<file path="src/rtl/if_prefetch.sv">
// Instruction-fetch front end: issues word reads to instruction memory over a
// req/gnt/rvalid handshake, buffers returned words with their PCs in a small
// FIFO and hands them to decode. An execute redirect flushes the buffer and
// drops any response still in flight.
module if_prefetch #(
    parameter int              XLEN     = 32,
    parameter int              DEPTH    = 4,
    parameter logic [XLEN-1:0] RESET_PC = {XLEN{1'b0}}
) (
    input  logic            clk,
    input  logic            rst,
    input  logic            redirect_valid,
    input  logic [XLEN-1:0] redirect_pc,
    output logic            imem_req,
    output logic [XLEN-1:0] imem_addr,
    input  logic            imem_gnt,
    input  logic            imem_rvalid,
    input  logic [31:0]     imem_rdata,
    output logic            dec_valid,
    output logic [XLEN-1:0] dec_pc,
    output logic [31:0]     dec_instr,
    input  logic            dec_ready
);

    localparam int AW = $clog2(DEPTH);
    localparam int CW = AW + 1;

    typedef enum logic [1:0] {
        S_IDLE = 2'd0,
        S_REQ  = 2'd1,
        S_WAIT = 2'd2,
        S_DROP = 2'd3
    } state_t;

    state_t          state;
    state_t          next_state;
    logic [XLEN-1:0] fetch_pc;
    logic [XLEN-1:0] req_pc;
    logic [XLEN-1:0] fifo_pc    [DEPTH];
    logic [31:0]     fifo_instr [DEPTH];
    logic [AW-1:0]   rd_ptr;
    logic [AW-1:0]   wr_ptr;
    logic [CW-1:0]   count;
    logic            push;
    logic            pop;
    logic            gnt_accept;

    // A redirect cancels both the push of a returning word and a decode pop.
    assign push       = (state == S_WAIT) && imem_rvalid && !redirect_valid;
    assign pop        = (count != {CW{1'b0}}) && dec_ready && !redirect_valid;
    assign gnt_accept = (state == S_REQ) && imem_gnt;

    // State register.
    always_ff @(posedge clk or posedge rst) begin
        if (rst) begin
            state <= S_IDLE;
        end else begin
            state <= next_state;
        end
    end

    // Next-state logic; a new request is only started while a FIFO slot is
    // free, so the single outstanding response always has room to land.
    always_comb begin
        next_state = state;
        case (state)
            S_IDLE: begin
                if (!redirect_valid && (count < CW'(DEPTH))) begin
                    next_state = S_REQ;
                end else begin
                    next_state = S_IDLE;
                end
            end
            S_REQ: begin
                if (imem_gnt) begin
                    next_state = redirect_valid ? S_DROP : S_WAIT;
                end else begin
                    next_state = redirect_valid ? S_IDLE : S_REQ;
                end
            end
            S_WAIT: begin
                if (imem_rvalid) begin
                    next_state = S_IDLE;
                end else begin
                    next_state = redirect_valid ? S_DROP : S_WAIT;
                end
            end
            S_DROP: begin
                if (imem_rvalid) begin
                    next_state = S_IDLE;
                end else begin
                    next_state = S_DROP;
                end
            end
            default: next_state = S_IDLE;
        endcase
    end

    // Moore memory-side outputs decoded from the state register.
    always_comb begin
        imem_req  = (state == S_REQ);
        imem_addr = fetch_pc;
    end

    // Fetch PC tracking and capture of the PC belonging to the granted request.
    always_ff @(posedge clk or posedge rst) begin
        if (rst) begin
            fetch_pc <= RESET_PC;
            req_pc   <= RESET_PC;
        end else if (redirect_valid) begin
            fetch_pc <= redirect_pc & ~XLEN'(3);
            req_pc   <= req_pc;
        end else if (gnt_accept) begin
            fetch_pc <= fetch_pc + XLEN'(4);
            req_pc   <= fetch_pc;
        end else begin
            fetch_pc <= fetch_pc;
            req_pc   <= req_pc;
        end
    end

    // FIFO storage: write the returning word and its PC at the tail.
    always_ff @(posedge clk or posedge rst) begin
        if (rst) begin
            for (int i = 0; i < DEPTH; i++) begin
                fifo_pc[i]    <= {XLEN{1'b0}};
                fifo_instr[i] <= 32'd0;
            end
        end else if (push) begin
            fifo_pc[wr_ptr]    <= req_pc;
            fifo_instr[wr_ptr] <= imem_rdata;
        end else begin
            fifo_pc[wr_ptr]    <= fifo_pc[wr_ptr];
            fifo_instr[wr_ptr] <= fifo_instr[wr_ptr];
        end
    end

    // FIFO pointers and occupancy; a redirect empties the buffer outright.
    always_ff @(posedge clk or posedge rst) begin
        if (rst) begin
            rd_ptr <= {AW{1'b0}};
            wr_ptr <= {AW{1'b0}};
            count  <= {CW{1'b0}};
        end else if (redirect_valid) begin
            rd_ptr <= {AW{1'b0}};
            wr_ptr <= {AW{1'b0}};
            count  <= {CW{1'b0}};
        end else begin
            if (push) begin
                wr_ptr <= wr_ptr + AW'(1);
            end else begin
                wr_ptr <= wr_ptr;
            end
            if (pop) begin
                rd_ptr <= rd_ptr + AW'(1);
            end else begin
                rd_ptr <= rd_ptr;
            end
            case ({push, pop})
                2'b10:   count <= count + CW'(1);
                2'b01:   count <= count - CW'(1);
                default: count <= count;
            endcase
        end
    end

    // Decode-side view of the FIFO head; fields read as zero when empty.
    always_comb begin
        dec_valid = (count != {CW{1'b0}});
        if (dec_valid) begin
            dec_pc    = fifo_pc[rd_ptr];
            dec_instr = fifo_instr[rd_ptr];
        end else begin
            dec_pc    = {XLEN{1'b0}};
            dec_instr = 32'd0;
        end
    end

endmodule

</file>
<file path="config.mk">
export PLATFORM = sky130hd
export DESIGN_NAME = if_prefetch
export DESIGN_NICKNAME = d
export VERILOG_FILES = /design/src/rtl/if_prefetch.sv
export SDC_FILE = /design/constraint.sdc
export NUM_CORES = 1
export LEC_CHECK = 0
export ABC_AREA = 1
export BUFFER_PORTS_ARGS = -buffer_cell sky130_fd_sc_hd__buf_2
export CAP_MARGIN = 20
export CORE_ASPECT_RATIO = 0.9
export CORE_UTILIZATION = 55
export CTS_BUF_LIST = sky130_fd_sc_hd__clkbuf_4
export CTS_CLUSTER_DIAMETER = 200
export DETAILED_ROUTE_END_ITERATION = 6
export MAX_ROUTING_LAYER = met4
export PLACE_DENSITY_LB_ADDON = 0.08
export SYNTH_ARGS = -nofsm -noshare
export SYNTH_HDL_FRONTEND = slang
export SYNTH_SLANG_ARGS = --single-unit
</file>
<file path="constraint.sdc">
create_clock -name clk -period 9.8 [get_ports clk]
set_input_delay 0.49 -clock clk [delete_from_list [all_inputs] [get_ports clk]]
set_output_delay 0.49 -clock clk [all_outputs]
set_load 0.01 [all_outputs]
</file>
# Word level (Yosys, flattened, before mapping)
# Index checks and enable logic that the tools add are counted.
[op_classes]
n_addsub = 5
mul = 0
div_mod_pow = 0
magnitude_cmp = 4
eq_ne = 5
shift = 0
n_mux = 37
n_bitwise = 3
n_reduce_logical = 15
[op_table]
columns = ["op", "n"]
rows = [
  ["$bwmux 128", 4],
  ["$mux 32", 13],
  ["$bmux 32 s2", 4],
  ["$mux 128", 2],
  ["$demux 32 s2", 1],
  ["$add 32x3->32 const B", 1],
  ["$mux 2", 7],
  ["$pmux 2 s4", 1],
  ["$logic_and 1x1->1", 7],
  ["$eq 2x2->1 const B", 3],
  ["$ge 3x3->1 const B", 2],
  ["$not 2->3", 2],
  ["$pmux 3 s2", 1],
  ["$reduce_bool 2->1", 3],
  ["$reduce_bool 3->1", 2],
  ["$add 2x1->2 const B", 2],
  ["$eq 2x1->1 const B", 2],
  ["$add 3x1->3 const B", 1],
  ["$lt 3x1->1 const B", 1],
  ["$lt 3x3->1 const B", 1],
  ["$mux 1", 3],
  ["$mux 3", 1],
  ["$sub 3x1->3 const B", 1],
  ["$logic_not 2->1", 1],
  ["other kinds (3)", 3],
]
[word_totals]
regBits = 329
latch_bits = 0
ramBits = 0
romBits = 0
out_inout_bits = 98
wordCells = 83
n_memories = 0

# Longest topological paths before layout
[logic_depth]
ltp_word = 7
depth_mapped = 10
mapped_depth_nobuf = 10

# Least setup slack after synthesis
# Ideal clock, no wire load.
[synth_timing]
kind = "reg-to-reg"
from = "reg wr_ptr[1]"
to = "reg fifo_instr[101] (netlist bit)"
setup_ns = 0.077
arrival_time_ns = 2.018
required_time_ns = 9.723
path_slack_ns = 7.706
path_stages_with_launch = 10
path_buffers = 5
synth_period_minus_slack_ns = 2.094
cell_sequence = "dfrtp_1 -> inv_1 -> buf_2 -> buf_1 -> ha_1 -> buf_2 -> buf_1 -> buf_1 -> nand3_1 -> o21ai_1"
[synth_via]
elab_chain_len = 7
[synth_rtl]
columns = ["item", "line_no", "source"]
rows = [
  ["start: declaration", "42", "logic [AW-1:0] wr_ptr;"],
  ["start signal: assignment", "142", "wr_ptr <= {AW{1'b0}};"],
  ["start signal: assignment", "146", "wr_ptr <= {AW{1'b0}};"],
  ["start signal: assignment", "150", "wr_ptr <= wr_ptr + AW'(1);"],
  ["$not 2->3 (implied by the code) *", "131, 134", ""],
  ["$ge 3x3->1 (implied by the code) / $lt 3x1->1 (equally long branches)", "131, 134", ""],
  ["$logic_and 1x1->1 (implied by the code)", "131, 134", ""],
  ["$mux 32 (implied by the code)", "131, 134", ""],
  ["$demux 32 s2", "131, 134", ""],
  ["$bwmux 128 (on tied branches)", "134, 131", ""],
  ["$mux 128 *", "129", "end else if (push) begin"],
  ["end signal: indexed assignment", "131", "fifo_instr[wr_ptr] <= imem_rdata;"],
  ["end signal: indexed assignment", "134", "fifo_instr[wr_ptr] <= fifo_instr[wr_ptr];"],
  ["end: declaration", "40", "logic [31:0] fifo_instr [DEPTH];"],
]
# Mark *: on every way between the ends. The rest lies on a longest branch, timed or not. The select of a mux whose other input is x is not followed.
# A chain may end at the register's enable or synchronous reset.

# Worst setup path in the final report
[layout_timing]
from = "reg rd_ptr[1]"
to = "out dec_pc[14]"
[layout_via]
elab_chain_len = 5
[layout_rtl]
columns = ["item", "line_no", "source"]
rows = [
  ["start: declaration", "41", "logic [AW-1:0] rd_ptr;"],
  ["start signal: assignment", "141", "rd_ptr <= {AW{1'b0}};"],
  ["start signal: assignment", "145", "rd_ptr <= {AW{1'b0}};"],
  ["start signal: assignment", "155", "rd_ptr <= rd_ptr + AW'(1);"],
  ["$not 2->3 (implied by the code)", "171", "dec_pc = fifo_pc[rd_ptr];"],
  ["$bmux 32 s2", "171", ""],
  ["$mux 32 (implied by the code) (2 in a row)", "171", ""],
  ["$mux 32", "170", "if (dec_valid) begin"],
  ["end: declaration", "20", "output logic [XLEN-1:0] dec_pc,"],
]
# Every way passes these cells. The select of a mux whose other input is x is not followed.

==> flow_summary.yaml <==
run_status:
  outcome: "complete, but fails checks"
  violations: "DRC"
yosys:
  ys_ff_latch: 325
  synthDistinctLibCells: 36
  synth_top_area_cell: "dfrtp_1"
  syn-cell-area_mm2: 0.0179
  synthCells: 2372
  synth_edf_count: 0
  synth.avg_cell_area_um2: 7.54
  synthArstFlopShare_pct: 100
  synthTopCellsByCount: "o21ai_0, nand3_1, dfrtp_1"
  yosys_warnings: 0
  synth_top_area_share_pct: 45.5
  seq_area_frac_synth_pct: 45.5
  synth_ff_type: "dfrtp_1"
  synth_area_leaders: "dfrtp_1, o21ai_0, nand3_1, a21oi_1, inv_1"
  synth_most_common_cell: "o21ai_0"
route:
  first_pass_iters: 7
  via_per_inst: 5.77
  ant_nets: 0
  num_vias: 17200
  wl_per_cell_um: 16.9
  drcViolationCount: 11
  routed_wl_um: 50200
  drtIter0Drc: 1347
grt:
  grt-ovfl-total: 0
  grt_max_degree: 148
  grt_pass1_vias: 16200
  grt_pass1_wl_um: 81900
  track_usage_pct: 31.7
  antenna_found_initial: 2
worst_setup_path:
  endpoint_kind: "output port"
  crit_buf_inv: 4
  critical-path-top-delay-family: "buffers and inverters"
  cp.required_ps: 9310
  path_cells: "buf_4 -> clkinv_2 -> buf_4 -> a21oi_1 -> o21ai_0 -> a21oi_1 -> buf_2"
  crit_arrival_ps: 3940
  worst-path-max-fanout: 65
  critical-path-max-stage-delay_ps: 760
  cp-start-kind: "flop"
  critPathSlowestCell: "buf_4"
  critPathKind: "reg2out"
cts:
  cts_root_buffer: "clkbuf_4"
  cts.reportedPaths.clkPinSlew_ps: 70
  hold_buffers: 21
  post_cts_buffers: 0
  cts_tree: "yes"
  clk_latency_ps: 750
  cts_sinks: 325
  cts_resized: 0
  clockBufferDepth: 3
  numCtsBuffers: 88
  htreeDepth: 3
timing:
  finalHoldViolations: 0
  fin_hold_ws_ps: 31.4
  setup_viol: 0
  slew_violations: 0
  rsz0062_at_grt: "false"
  period_share_pct: 45.2
  slew_headroom_pct: 30.7
  period_needed_ps: 4430
  fmaxAchievable_ghz: 0.226
  worstMarginPinSlew_ps: 1040
  finalSetupTns_ps: 0
  finalClockSkew_ps: 60.8
run:
  max_cap_violations: 0
die:
  dieArea_mm2: 0.0332
  core_area_mm2: 0.0320
  ios: 168
  die_h_um: 173
  row_count: 62
  start_util_pct: 56.0
  die_w_um: 192
power:
  p_total_mw: 5.85
  p_leak_nw: 9.35
  p_per_area_mw_per_mm2: 292
  ir_drop_uv: 166
place:
  gp_congestion: 0.899
  hpwl_um: 28400
  port_buffers: 163
worst_hold_path:
  hold_path.class: "in2reg"
final_layout:
  fin_util_pct: 62.6
  nNetsFinal: 2562
  drive_above_1_share_pct: 14.3
  syn2layout_area_growth_pct: 12.0
==> logic make-up (layout without fill, tap and decap cells) <==
family | count (synthesis) | in the layout | synth area share, %
buffers and inverters | 503 | 686 | 11.0
XOR/XNOR | 4 | 4 | 0.196
other | 1 | 4 | 0.0210
AO/OA/AOI/OAI | 845 | 845 | 24.9
adder cells (fa/ha/maj) | 6 | 6 | 0.462
multiplexers | 1 | 1 | 0.0560
AND/OR/NAND/NOR | 687 | 687 | 17.8
flip-flops | 325 | 325 | 45.5
==> layout make-up <==
class                   instances  area [µm²]
repair buffers                199        1150
inverters                     327        1240
well taps                     416         520
diodes                          2        5.00
clock buffers                 141        1060
fillers                      3011       11900
flip-flops and latches        325        8140
multi-input cells            1545        7830
clock inverters                19        72.6
==> power breakdown <==
group	internal (mW)	leakage, nW	switching [mW]
logic	0.833	4.92	1.57
clock network	0.649	0.689	0.582
registers	1.90	3.74	0.325
total	3.38	9.35	2.47
==> per-layer routing <==
layer	wire length, µm	up-vias	GRT usage (%)
li1	-	8308	-
met1	22100	8093	43.1
met2	23200	649	47.7
met3	3800	106	5.78
met4	1110	0	10.4
met5	0	-	-
==> metrics by stage <==
step | area (µm²) | worst slack, ps | instances
6_report | 20000 | 5370 | 2974
5_1_grt | 20000 | 5250 | 2974
4_1_cts | 20000 | 5370 | 2972
3_5_place_dp | 18700 | 6030 | 2791
3_3_place_gp | 18700 | 6080 | 2791
2_1_floorplan | 17900 | 312 | 2373
==> worst reg2reg max path, stage by stage (launching register included) <==
cell	delay, ps
dfrtp_4	960
buf_4	800
ha_4	760
buf_4	720
nand3_1	210
o21ai_1	110
==> flip-flops by register name, summed over array words and instances (netlist names) <==
register	count
state	2
fifo_pc	128
rd_ptr	2
imem_addr	30
wr_ptr	2
fifo_instr	128
req_pc	30
count	3
==> layout by cell type, fill, tap and decap left out, drive strengths merged, types with 2 or more instances in the layout <==
cell type	n
buf	178
conb	2
inv	327
clkbuf	141
nand3b	2
nor3	2
o21bai	2
diode	2
nand4	8
o211ai	75
a21oi	276
ha	5
o22ai	8
xnor2	2
a22oi	2
nor2	59
nand3	345
o221ai	4
dfrtp	325
o21a	3
dlygate4sd3	21
o21ai	474
xor2	2
nand2	226
or2	45
clkinv	19
==> worst paths after layout <==
| path | depth (start not counted) | slack, ps | to | from |
|---|---|---|---|---|
| hold reg to reg | 2 | 490 | req_pc[10] | req_pc[10] |
| setup / recovery | 7 | 5370 | dec_pc[14] | rd_ptr[1] |
| min in group asynchronous | 3 | 450 | imem_addr[22] | rst |
| hold / removal | 4 | 30 | imem_addr[27] | redirect_pc[27] |
| max in group asynchronous | 5 | 7280 | wr_ptr[0] | rst |
| setup reg to reg | 5 | 6130 | fifo_pc[74] | wr_ptr[0] |
(Power assumes the default switching activity.)
